`config.mk`:
```
export PLATFORM = sky130hd
export DESIGN_NAME = mux4_rr_arbiter
export DESIGN_NICKNAME = d
export VERILOG_FILES = /design/src/rtl/mux4_rr_arbiter.sv
export SDC_FILE = /design/constraint.sdc
export NUM_CORES = 1
export LEC_CHECK = 0
export ABC_CLOCK_PERIOD_IN_PS = 4500
export BUFFER_PORTS_ARGS = -buffer_cell sky130_fd_sc_hd__buf_2
export CORE_ASPECT_RATIO = 1.4
export CORE_UTILIZATION = 45
export DETAILED_ROUTE_END_ITERATION = 7
export PLACE_DENSITY = 0.87
export SLEW_MARGIN = 20
export SYNTH_ARGS = -nofsm -noshare
export SYNTH_HDL_FRONTEND = slang
export SYNTH_SLANG_ARGS = --single-unit
```
`constraint.sdc`:
```
create_clock -name clk -period 4.5 [get_ports clk]
set_input_delay 0 -clock clk [delete_from_list [all_inputs] [get_ports clk]]
set_output_delay 0 -clock clk [all_outputs]
set_load 0.02 [all_outputs]
```
`src/rtl/mux4_rr_arbiter.sv`:
```
// Round-robin arbiter owning a shared 4:1 byte mux, with a valid/ready output port.
// Optional burst limit enabled by defining ARB_BURST_LIMIT_EN.

module mux4t1_8b (
  input  logic [7:0] A,
  input  logic [7:0] B,
  input  logic [7:0] C,
  input  logic [7:0] D,
  input  logic [1:0] sel,
  output logic [7:0] y
);

  always_comb begin
    unique case (sel)
      2'd0:    y = A;
      2'd1:    y = B;
      2'd2:    y = C;
      default: y = D;
    endcase
  end

endmodule

module mux4_rr_arbiter #(
  parameter int unsigned MAX_BURST = 4,
  parameter int unsigned CNT_W     = 3
) (
  input  logic       clk,
  input  logic       rst,
  input  logic [3:0] req,
  input  logic [7:0] A,
  input  logic [7:0] B,
  input  logic [7:0] C,
  input  logic [7:0] D,
  input  logic       out_ready,
  output logic [3:0] grant,
  output logic [1:0] sel,
  output logic       out_valid,
  output logic [7:0] out_data,
  output logic       busy
);

  typedef enum logic [0:0] {StIdle, StGrant} state_t;

  state_t           state;
  logic [1:0]       ptr;
  logic [CNT_W-1:0] beat_cnt;

  logic [7:0] req_dbl;
  logic [3:0] req_rot;
  logic [1:0] offset;
  logic [1:0] winner;
  logic       accept;
  logic       limit_hit;
  logic       release_grant;

  // Rotate so bit 0 is the current highest-priority source, then take the first set bit.
  assign req_dbl = {req, req};
  assign req_rot = req_dbl[ptr +: 4];

  always_comb begin
    if (req_rot[0])      offset = 2'd0;
    else if (req_rot[1]) offset = 2'd1;
    else if (req_rot[2]) offset = 2'd2;
    else                 offset = 2'd3;
  end

  assign winner    = ptr + offset;
  assign out_valid = busy & req[sel];
  assign accept    = out_valid & out_ready;

`ifdef ARB_BURST_LIMIT_EN
  assign limit_hit = accept && (beat_cnt == CNT_W'(MAX_BURST - 1));
`else
  assign limit_hit = 1'b0;
`endif

  assign release_grant = !req[sel] || limit_hit;

  always_ff @(posedge clk) begin
    if (rst) begin
      state    <= StIdle;
      grant    <= 4'b0000;
      sel      <= 2'd0;
      ptr      <= 2'd0;
      beat_cnt <= '0;
      busy     <= 1'b0;
    end else begin
      unique case (state)
        StIdle: begin
          if (|req) begin
            state    <= StGrant;
            grant    <= 4'b0001 << winner;
            sel      <= winner;
            beat_cnt <= '0;
            busy     <= 1'b1;
          end
        end
        StGrant: begin
          if (accept && (beat_cnt != '1)) begin
            beat_cnt <= beat_cnt + 1'b1;
          end
          // Releasing source drops to lowest priority; sel is left as-is while idle.
          if (release_grant) begin
            state    <= StIdle;
            grant    <= 4'b0000;
            ptr      <= sel + 2'd1;
            beat_cnt <= '0;
            busy     <= 1'b0;
          end
        end
        default: begin
          state <= StIdle;
          grant <= 4'b0000;
          busy  <= 1'b0;
        end
      endcase
    end
  end

  mux4t1_8b u_mux (
    .A  (A),
    .B  (B),
    .C  (C),
    .D  (D),
    .sel(sel),
    .y  (out_data)
  );

endmodule
```
==> impl_metrics.json, run 1 <==
{
  "starting_drt_drc_count": 36,
  "fmax_mhz": 500,
  "critPathMaxStageDelay_ps": 520,
  "cts_tree": "built",
  "vias_in_the_first_global_route": 852,
  "number_of_fillers_in_the_final_layout": 167,
  "die_h_um": 54.0,
  "num_rows": 18,
  "synth_area_leader_cell": "sky130_fd_sc_hd__dfxtp_1",
  "number_of_flops_mapped_to_enable_cells_by_yosys": 0,
  "netlist.area_leader.share_pct": 23.0,
  "synthCells": 98,
  "holdPathStages": 4,
  "rsz0062_at_grt": "false",
  "final.period_utilization_pct": 44.5,
  "worstPathRequired_ps": 4660,
  "layout-area-overhead-vs-synth_pct": 33.2,
  "hold-path-endpoint": "sel[0]",
  "synth_warnings": 0,
  "clock_tree.root_cell": "sky130_fd_sc_hd__clkbuf_4",
  "worst-setup-path-type": "reg2reg",
  "numCtsBuffers": 3,
  "clock_sink_count": 10,
  "slew_headroom_pct": 68.0,
  "path_buf_inv": 0,
  "detail_route.first_pass.iterations": 6,
  "critical-path-top-delay-family": "compound AO/OA/AOI/OAI gates",
  "finalNetCount": 194,
  "finalPower_mw": 0.368,
  "via_per_inst": 5.74,
  "leakage_power_total_nw": 0.557,
  "place.gp.congestion": 0.757,
  "synth.top_cells.by_area": "sky130_fd_sc_hd__dfxtp_1 23%, sky130_fd_sc_hd__mux2i_1 10%, sky130_fd_sc_hd__a222oi_1 9.2%",
  "htree_levels": 1,
  "synth_cell_types": 34,
  "r2r-end": "grant[0]",
  "global_route_wire_length_before_repair_um": 3450,
  "post_route_cells_drive_above_1_share_pct": 43.6,
  "fin_skew_ps": 2.93,
  "timing_max_transition_violations_final": 0,
  "cts.hold.buffers_added": 1,
  "synth_area_um2": 870,
  "final_period_minus_worst_setup_slack_ps": 2000,
  "grt_max_degree": 13,
  "synth-async-reset-ratio_pct": 0,
  "critPathCaptureType": "flop",
  "worst_slew_pin_slew_ps": 479,
  "worst_setup_hold_path_clk_slew_ps": 60,
  "via_count": 970,
  "timing.final.setup_violations": 0,
  "syn-num-nets": 142,
  "hold_ws_ps": 204,
  "synth.top_cells.by_count": "12 x sky130_fd_sc_hd__inv_1, 10 x sky130_fd_sc_hd__dfxtp_1, 9 x sky130_fd_sc_hd__mux2i_1",
  "worstHoldStart": "req[1]",
  "worst-endpoint-arrival_ps": 2160,
  "design.die.area_mm2": 0.00211,
  "yosys.cell_count.top_type": "sky130_fd_sc_hd__inv_1",
  "antenna_found_initial": 0,
  "cp-start-kind": "flop",
  "timing.reg2reg.worst_path_depth": 8,
  "worstHoldPathType": "in2reg",
  "timing.critical_path.cells": "nor2b_2, or2b_1, a32oi_1, nand2_1, ha_1, nor2_1, a32oi_4, a32o_1",
  "grtUsageTotal_pct": 23.1,
  "pin_count": 55,
  "worstSkewPairLatency_ps": 270,
  "irDropWorstVdd_mv": 0.203,
  "drcViolationCount": 0,
  "layout.core_utilization_pct": 65.1,
  "cts.repair_timing.setup_buffer_count": 0,
  "power_per_cell_area_mw_per_mm2": 318,
  "cts_buffer_depth": 2,
  "design.core.area_mm2": 0.00178,
  "final_hold_viol_count": 0,
  "overflow": 0,
  "slowest_stage": "sky130_fd_sc_hd__dfxtp_1",
  "tns_ps": 0,
  "maximum_fanout_count_along_the_critical_path": 12,
  "synth.yosys.seq_area_share_pct": 23.0,
  "floorplan.initialDensity_pct": 48.9,
  "wl_um": 2250,
  "max_cap_viol": 0,
  "wire_per_inst_um": 13.3,
  "num_antenna_cells": 0,
  "cts_resized": 0,
  "port-buffer-count": 53,
  "syn_area_per_cell_um2": 8.87,
  "hpwl_um": 1790,
  "outcome": "completed",
  "r2r_setup_slack_ps": 2500,
  "ys_seq_elements": 10,
  "r2r_startpoint": "ptr[1]",
  "postRouteAntennaNets": 0,
  "die_w_um": 39.2,
  "synthFlopType": "sky130_fd_sc_hd__dfxtp_1"
}
## per-layer routing
metal,up-vias,track usage (%),wire length [um]
met5,-,0,0
met4,0,8.62,28
met3,5,2.48,153
met2,45,47.8,1230
met1,450,21.5,841
li1,470,-,-
## final cells by class
| class | count | area (um^2) | share of cell area (%) |
|---|---|---|---|
| clock buffer | 4 | 36.3 | 3.13 |
| multi-input combinational | 69 | 577 | 49.8 |
| sequential | 10 | 200 | 17.3 |
| inverter | 12 | 45.0 | 3.89 |
| tap | 20 | 25.0 | 2.16 |
| timing repair buffer | 54 | 275 | 23.8 |
## worst reg2reg max path: stages (launching register included)
cell and delay [ps]:
sky130_fd_sc_hd__dfxtp_1 520, sky130_fd_sc_hd__nor2b_2 80, sky130_fd_sc_hd__or2b_1 230, sky130_fd_sc_hd__a32oi_1 180, sky130_fd_sc_hd__nand2_1 70, sky130_fd_sc_hd__ha_1 190, sky130_fd_sc_hd__nor2_1 190, sky130_fd_sc_hd__a32oi_4 160
sky130_fd_sc_hd__a32o_1 280
## stage by stage
stage / area (um^2) / setup slack (ps) / instances
3_5_place_dp: 1110 / 2510 / 164
6_report: 1160 / 2500 / 169
3_3_place_gp: 1110 / 2560 / 164
2_1_floorplan: 870 / 2650 / 98
4_1_cts: 1160 / 2490 / 169
5_1_grt: 1160 / 2340 / 169
## flip-flops by register name, summed over array words and instances, names as in the netlist
signal	cells
sel	2
ptr	2
state	1
busy	1
grant	4
## placed cells by master (no fill, tap or decap)
cell / Yosys / layout
sky130_fd_sc_hd__a211oi_1: 1 / 1
sky130_fd_sc_hd__a211oi_2: 1 / 1
sky130_fd_sc_hd__a21boi_0: 1 / 1
sky130_fd_sc_hd__a21oi_1: 2 / 2
sky130_fd_sc_hd__a222oi_1: 8 / 8
sky130_fd_sc_hd__a32o_1: 3 / 3
sky130_fd_sc_hd__a32oi_1: 1 / 1
sky130_fd_sc_hd__a32oi_4: 1 / 1
sky130_fd_sc_hd__and2_1: 1 / 1
sky130_fd_sc_hd__and3b_2: 1 / 1
sky130_fd_sc_hd__buf_2: 0 / 53
sky130_fd_sc_hd__clkbuf_4: 0 / 3
sky130_fd_sc_hd__clkbuf_8: 1 / 1
sky130_fd_sc_hd__dfxtp_1: 10 / 10
sky130_fd_sc_hd__dlygate4sd3_1: 0 / 1
sky130_fd_sc_hd__ha_1: 5 / 5
sky130_fd_sc_hd__inv_1: 12 / 12
sky130_fd_sc_hd__mux2i_1: 9 / 9
sky130_fd_sc_hd__mux4_2: 1 / 1
sky130_fd_sc_hd__nand2_1: 5 / 5
sky130_fd_sc_hd__nor2_1: 7 / 7
sky130_fd_sc_hd__nor2b_1: 2 / 2
sky130_fd_sc_hd__nor2b_2: 2 / 2
sky130_fd_sc_hd__nor3_1: 3 / 3
sky130_fd_sc_hd__nor3_2: 1 / 1
sky130_fd_sc_hd__nor3b_1: 2 / 2
sky130_fd_sc_hd__nor4_2: 1 / 1
sky130_fd_sc_hd__nor4b_1: 1 / 1
sky130_fd_sc_hd__o21ai_0: 4 / 4
sky130_fd_sc_hd__o21bai_1: 1 / 1
sky130_fd_sc_hd__o2bb2ai_1: 2 / 2
sky130_fd_sc_hd__or2b_1: 1 / 1
sky130_fd_sc_hd__or3_1: 2 / 2
## kinds of logic (layout without fill, tap and decap cells)
group / Yosys count / count (layout) / synth area share (%)
compound gates: 25 / 25 / 26.3
buf+inv: 19 / 70 / 10.6
flops: 10 / 10 / 23.0
simple gates: 29 / 29 / 19.9
mux: 10 / 10 / 12.9
fa+ha+maj: 5 / 5 / 7.19
## where the power goes
part | switching, mW | internal (mW)
sequential | 0.0140 | 0.0994
combinational | 0.0996 | 0.0750
clock | 0.0313 | 0.0492
## worst max-delay path by stage
stage / slack (ps) / to / startpoint / cells after the start
6_report: 2500 / grant[0] / ptr[1] / 8
5_1_grt: 2340 / grant[0] / ptr[1] / 8
2_1_floorplan: 2650 / grant[0] / ptr[1] / 9
3_3_place_gp: 2560 / grant[1] / ptr[1] / 8
3_5_place_dp: 2510 / grant[0] / ptr[1] / 8
4_1_cts: 2490 / grant[0] / ptr[1] / 8
(Power assumes the default switching activity.)
==> inputs of run 2 (changes only) <==
- ABC_AREA: unset -> 1
- ABC_CLOCK_PERIOD_IN_PS: 4500 -> 2000
- CORE_UTILIZATION: 45 -> 41
- PLACE_DENSITY: 0.87 -> 0.82
- clock period: 4.5 -> 2 ns (I/O delays scaled with it)
==> impl_metrics.json, run 2 <==
{
  "outcome": "completed",
  "cts_buffer_depth": 2,
  "place.gp.congestion": 0.720,
  "cts.repair_timing.setup_buffer_count": 0,
  "global_route_wire_length_before_repair_um": 3760,
  "most_frequent_cells_in_the_layout": "53 x sky130_fd_sc_hd__buf_2, 20 x sky130_fd_sc_hd__nand2_1, 17 x sky130_fd_sc_hd__a21oi_1",
  "numCtsBuffers": 3,
  "wl_um": 2370,
  "finalNetCount": 224,
  "fmax_mhz": 554,
  "overflow": 0,
  "synthCells": 125,
  "synthFlopType": "sky130_fd_sc_hd__dfxtp_1",
  "tns_ps": 0,
  "number_of_fillers_in_the_final_layout": 183,
  "antenna_found_initial": 0,
  "leakage_power_total_nw": 0.594,
  "cts.hold.buffers_added": 1,
  "design_area_mm2": 0.00115,
  "timing_max_transition_violations_final": 0,
  "via_count": 1049,
  "area_of_placed_instances_mm2": 0.00111,
  "design.core.area_mm2": 0.00185,
  "timing.final.setup_violations": 0,
  "critPathCaptureType": "output pin",
  "largest_register": "grant",
  "synth_warnings": 0,
  "postRouteAntennaNets": 0,
  "worst_setup_hold_path_clk_slew_ps": 70,
  "final.period_utilization_pct": 90.3,
  "die_h_um": 55.3,
  "syn-num-nets": 169,
  "clock_sink_count": 10,
  "layout-area-overhead-vs-synth_pct": 38.4,
  "maximum_fanout_count_along_the_critical_path": 8,
  "num_antenna_cells": 0,
  "setup_slack_ps": 195,
  "synth.yosys.seq_area_share_pct": 24.0,
  "cts_tree": "built",
  "ys_seq_elements": 10,
  "htree_levels": 1,
  "power_per_cell_area_mw_per_mm2": 951,
  "synth-async-reset-ratio_pct": 0,
  "final_period_minus_worst_setup_slack_ps": 1810,
  "port-buffer-count": 53,
  "cp-start-kind": "flop",
  "worstHoldPathType": "in2reg",
  "synth_cell_types": 21,
  "worst-setup-path-type": "reg2out",
  "via_per_inst": 5.27,
  "detail_route.first_pass.iterations": 4,
  "worstSkewPairLatency_ps": 280,
  "slew_headroom_pct": 67.2,
  "starting_drt_drc_count": 35,
  "fin_skew_ps": 1.51,
  "irDropWorstVdd_mv": 0.563,
  "worst_slew_pin_slew_ps": 492,
  "wire_per_inst_um": 11.9,
  "num_rows": 18,
  "cts_resized": 0,
  "grt_max_degree": 17,
  "yosys.cell_count.top_type": "sky130_fd_sc_hd__nand2_1",
  "dpl_worst_slack_ps": 232,
  "most_common_cell_after_layout_fill_and_taps_aside": "sky130_fd_sc_hd__buf_2",
  "finish.cell_count_without_fillers": 199,
  "final_hold_viol_count": 0,
  "clock_tree.root_cell": "sky130_fd_sc_hd__clkbuf_4",
  "vias_in_the_first_global_route": 975,
  "grtUsageTotal_pct": 23.2,
  "largest_register_ff_count": 4,
  "drcViolationCount": 0,
  "floorplan.initialDensity_pct": 45.1,
  "number_of_flops_mapped_to_enable_cells_by_yosys": 0,
  "synth.top_cells.by_count": "20 x sky130_fd_sc_hd__nand2_1, 17 x sky130_fd_sc_hd__a21oi_1, 14 x sky130_fd_sc_hd__nand3_1",
  "hold_ws_ps": 118,
  "synth_area_um2": 833,
  "placed_cells_incl_taps": 194,
  "hpwl_um": 1930,
  "synth.top_cells.by_area": "sky130_fd_sc_hd__dfxtp_1 24%, sky130_fd_sc_hd__a21oi_1 10%, sky130_fd_sc_hd__nand2_1 9.0%",
  "worstPathRequired_ps": 2000,
  "design.die.area_mm2": 0.00222,
  "die_w_um": 40.1,
  "syn_area_per_cell_um2": 6.67,
  "pin_count": 55,
  "netlist.area_leader.share_pct": 24.0,
  "synth_area_leader_cell": "sky130_fd_sc_hd__dfxtp_1",
  "rsz0062_at_grt": "false",
  "layout_top_registers": "grant: 4 flops, ptr: 2 flops, sel: 2 flops",
  "worst-endpoint-arrival_ps": 1810,
  "post_route_cells_drive_above_1_share_pct": 39.1,
  "max_cap_viol": 0
}
[run 2: changes by cell type after synthesis, moves of 9 or more]
cell / change
sky130_fd_sc_hd__o21ai_1: +9
sky130_fd_sc_hd__nand3_1: +14
sky130_fd_sc_hd__nand2_1: +15
sky130_fd_sc_hd__mux2i_1: -9
sky130_fd_sc_hd__a21oi_1: +15
[run 2: worst paths after layout]
kind / depth (start not counted) / slack [ps] / from / to
setup / recovery: 6 / 190 / sel[0] / out_data[4]
hold / removal: 5 / 120 / req[0] / state
setup reg to reg: 10 / 210 / ptr[0] / grant[3]
hold reg to reg: 2 / 480 / busy / busy
[run 2: layer usage]
layer | GRT usage, % | vias up | share of wire, %
li1 | - | 539 | -
met1 | 22.6 | 461 | 36
met2 | 43.3 | 46 | 55
met3 | 1.61 | 3 | 7.4
met4 | 11.3 | 0 | 1.7
met5 | 0 | - | 0
[run 2: area by class of cell]
class | count | area [um^2] | share of cell area, %
clock buffers | 4 | 36.3 | 3.15
inverters | 14 | 52.6 | 4.56
multi-input cells | 97 | 564 | 48.9
flip-flops and latches | 10 | 200 | 17.4
well taps | 20 | 25.0 | 2.17
repair buffers | 54 | 275 | 23.9
[run 2: critical path, stage by stage, from the launching register on]
cell                      delay [ps]
sky130_fd_sc_hd__dfxtp_1         430
sky130_fd_sc_hd__inv_1           130
sky130_fd_sc_hd__ha_1            320
sky130_fd_sc_hd__a22o_1          270
sky130_fd_sc_hd__a21oi_1         140
sky130_fd_sc_hd__o21ai_1          70
sky130_fd_sc_hd__buf_2           170
[run 2: cells by family after synthesis]
kind of cell / share of synthesized area [%]
and+or+nand+nor: 29.1
DFF: 24.0
adders and majority gates: 7.51
AOI/OAI and AO/OA: 31.1
buffers and inverters: 8.26
[run 2: power by group]
group | switching (mW) | leakage, nW | total (mW) | internal, mW
Sequential | 0.0359 | 0.0825 | 0.274 | 0.238
Clock | 0.0794 | 0.0210 | 0.190 | 0.111
Combinational | 0.391 | 0.491 | 0.633 | 0.242
[run 2: per-stage QoR]
stage	total power [mW]	utilization (%)
after floorplan	0.720	-
after global placement	0.887	60.0
after detailed placement	0.911	60.0
after CTS	1.11	62.5
after global routing	1.18	62.5
final	1.10	62.5
==> inputs of run 3 (changes only) <==
- BUFFER_PORTS_ARGS: -buffer_cell sky130_fd_sc_hd__buf_2 -> -buffer_cell sky130_fd_sc_hd__clkbuf_2
- SLEW_MARGIN: 20 -> 25
==> impl_metrics.json, run 3 (same netlist as run 2, synthesis figures left out) <==
{
  "drcViolationCount": 0,
  "detail_route.first_pass.iterations": 4,
  "multiInputGateArea_um2": 564,
  "r2r_startpoint": "ptr[0]",
  "cts_buffer_depth": 2,
  "max_cap_viol": 0,
  "numCtsBuffers": 3,
  "cp-start-kind": "flop",
  "final.period_utilization_pct": 90.0,
  "outcome": "completed",
  "final_hold_viol_count": 0,
  "critical_path.startpoint": "sel[0]",
  "worst_setup_hold_path_clk_slew_ps": 70,
  "power_per_cell_area_mw_per_mm2": 945,
  "leakage_power_total_nw": 0.598,
  "critPathCaptureType": "output pin",
  "slew_headroom_pct": 67.9,
  "termination_of_the_worst_setup_path": "out_data[6]",
  "port-buffer-count": 53,
  "layout-area-overhead-vs-synth_pct": 38.4,
  "worstSkewPairLatency_ps": 270,
  "clock_tree.root_cell": "sky130_fd_sc_hd__clkbuf_4",
  "pin_count": 55,
  "global_route_wire_length_before_repair_um": 3480,
  "maximum_fanout_count_along_the_critical_path": 8,
  "number_of_fillers_in_the_final_layout": 159,
  "postRouteAntennaNets": 0,
  "antenna_found_initial": 0,
  "hpwl_um": 1890,
  "rsz0062_at_grt": "false",
  "worst-endpoint-arrival_ps": 1800,
  "cts_resized": 0,
  "worstHoldPathType": "in2reg",
  "design.core.area_mm2": 0.00185,
  "floorplan.initialDensity_pct": 45.1,
  "die_w_um": 40.1,
  "starting_drt_drc_count": 14,
  "finalNetCount": 224,
  "most_common_cell_after_layout_fill_and_taps_aside": "sky130_fd_sc_hd__clkbuf_2",
  "layout_top_registers": "grant: 4 flops, ptr: 2 flops, sel: 2 flops",
  "r2r_setup_slack_ps": 220,
  "largest_register": "grant",
  "regArea_um2": 200,
  "die_h_um": 55.3,
  "worstHoldStart": "req[0]",
  "vias_in_the_first_global_route": 942,
  "post_route_cells_drive_above_1_share_pct": 39.1,
  "irDropWorstVdd_mv": 0.675,
  "worst-setup-path-type": "reg2out",
  "r2r-end": "grant[1]",
  "wire_per_inst_um": 11.6,
  "num_antenna_cells": 0,
  "worstPathRequired_ps": 2000,
  "num_rows": 18,
  "final_period_minus_worst_setup_slack_ps": 1800,
  "overflow": 0,
  "wl_um": 2300,
  "clock_sink_count": 10,
  "grtUsageTotal_pct": 21.7,
  "fmax_mhz": 555,
  "worst_slew_pin_slew_ps": 482,
  "largest_register_ff_count": 4,
  "grt_max_degree": 17,
  "timing_max_transition_violations_final": 0,
  "cts.hold.buffers_added": 1,
  "timing.final.setup_violations": 0,
  "design.die.area_mm2": 0.00222,
  "via_per_inst": 5.24,
  "via_count": 1042,
  "fin_skew_ps": 0.636,
  "most_frequent_cells_in_the_layout": "53 x sky130_fd_sc_hd__clkbuf_2, 20 x sky130_fd_sc_hd__nand2_1, 17 x sky130_fd_sc_hd__a21oi_1",
  "cts_tree": "built",
  "cts.repair_timing.setup_buffer_count": 0,
  "dpl_worst_slack_ps": 238,
  "tns_ps": 0,
  "htree_levels": 1,
  "setup_slack_ps": 199,
  "timing.reg2reg.worst_path_depth": 8,
  "place.gp.congestion": 0.720
}
run 3: changes by cell type in the layout (fill, tap and decap cells not counted), sizes merged:
cell	change
clkbuf	+53
buf	-53
run 3: metal layers:
metal / GRT usage, % / part of all wire, % / up-vias
met4: 11.8 / 2.1 / 0
met3: 2.01 / 6.9 / 5
li1: - / - / 537
met1: 18.5 / 37 / 462
met2: 42.2 / 54 / 38
met5: 0 / 0 / -
run 3: through the flow:
step	instances	power (mW)	area [um^2]	util [%]	hold slack, ps
6_report	199	1.09	1150	62.5	128
5_1_grt	199	1.18	1150	62.5	191
4_1_cts	199	1.10	1150	62.5	129
3_5_place_dp	194	0.908	1110	60.0	263
3_3_place_gp	194	0.889	1110	60.0	257
2_1_floorplan	125	0.720	833	-	69.1
run 3: critical path, cell delays in order (launching register included):
cell	delay [ps]
sky130_fd_sc_hd__dfxtp_1	430
sky130_fd_sc_hd__inv_1	140
sky130_fd_sc_hd__ha_1	320
sky130_fd_sc_hd__a22o_1	240
sky130_fd_sc_hd__a21oi_1	140
sky130_fd_sc_hd__o21ai_1	80
sky130_fd_sc_hd__clkbuf_2	170
run 3: area by class of cell:
cell class / count / area share, %
inverters: 14 / 4.56
multi-input cells: 97 / 48.9
repair buffers: 54 / 23.9
flip-flops and latches: 10 / 17.4
clock buffers: 4 / 3.15
well taps: 20 / 2.17
run 3: worst min-delay path by stage:
stage               endpoint  depth (start not counted)  slack (ps)
finish                 state                          5         130
global route           state                          5         190
CTS                    state                          5         130
detailed placement  grant[2]                          2         260
global placement    grant[2]                          2         260
floorplan           grant[0]                          1          70
run 3: power breakdown:
| group | leakage (nW) | internal, mW | switching [mW] |
|---|---|---|---|
| clock network | 0.0210 | 0.111 | 0.0756 |
| logic | 0.494 | 0.240 | 0.390 |
| registers | 0.0825 | 0.238 | 0.0361 |
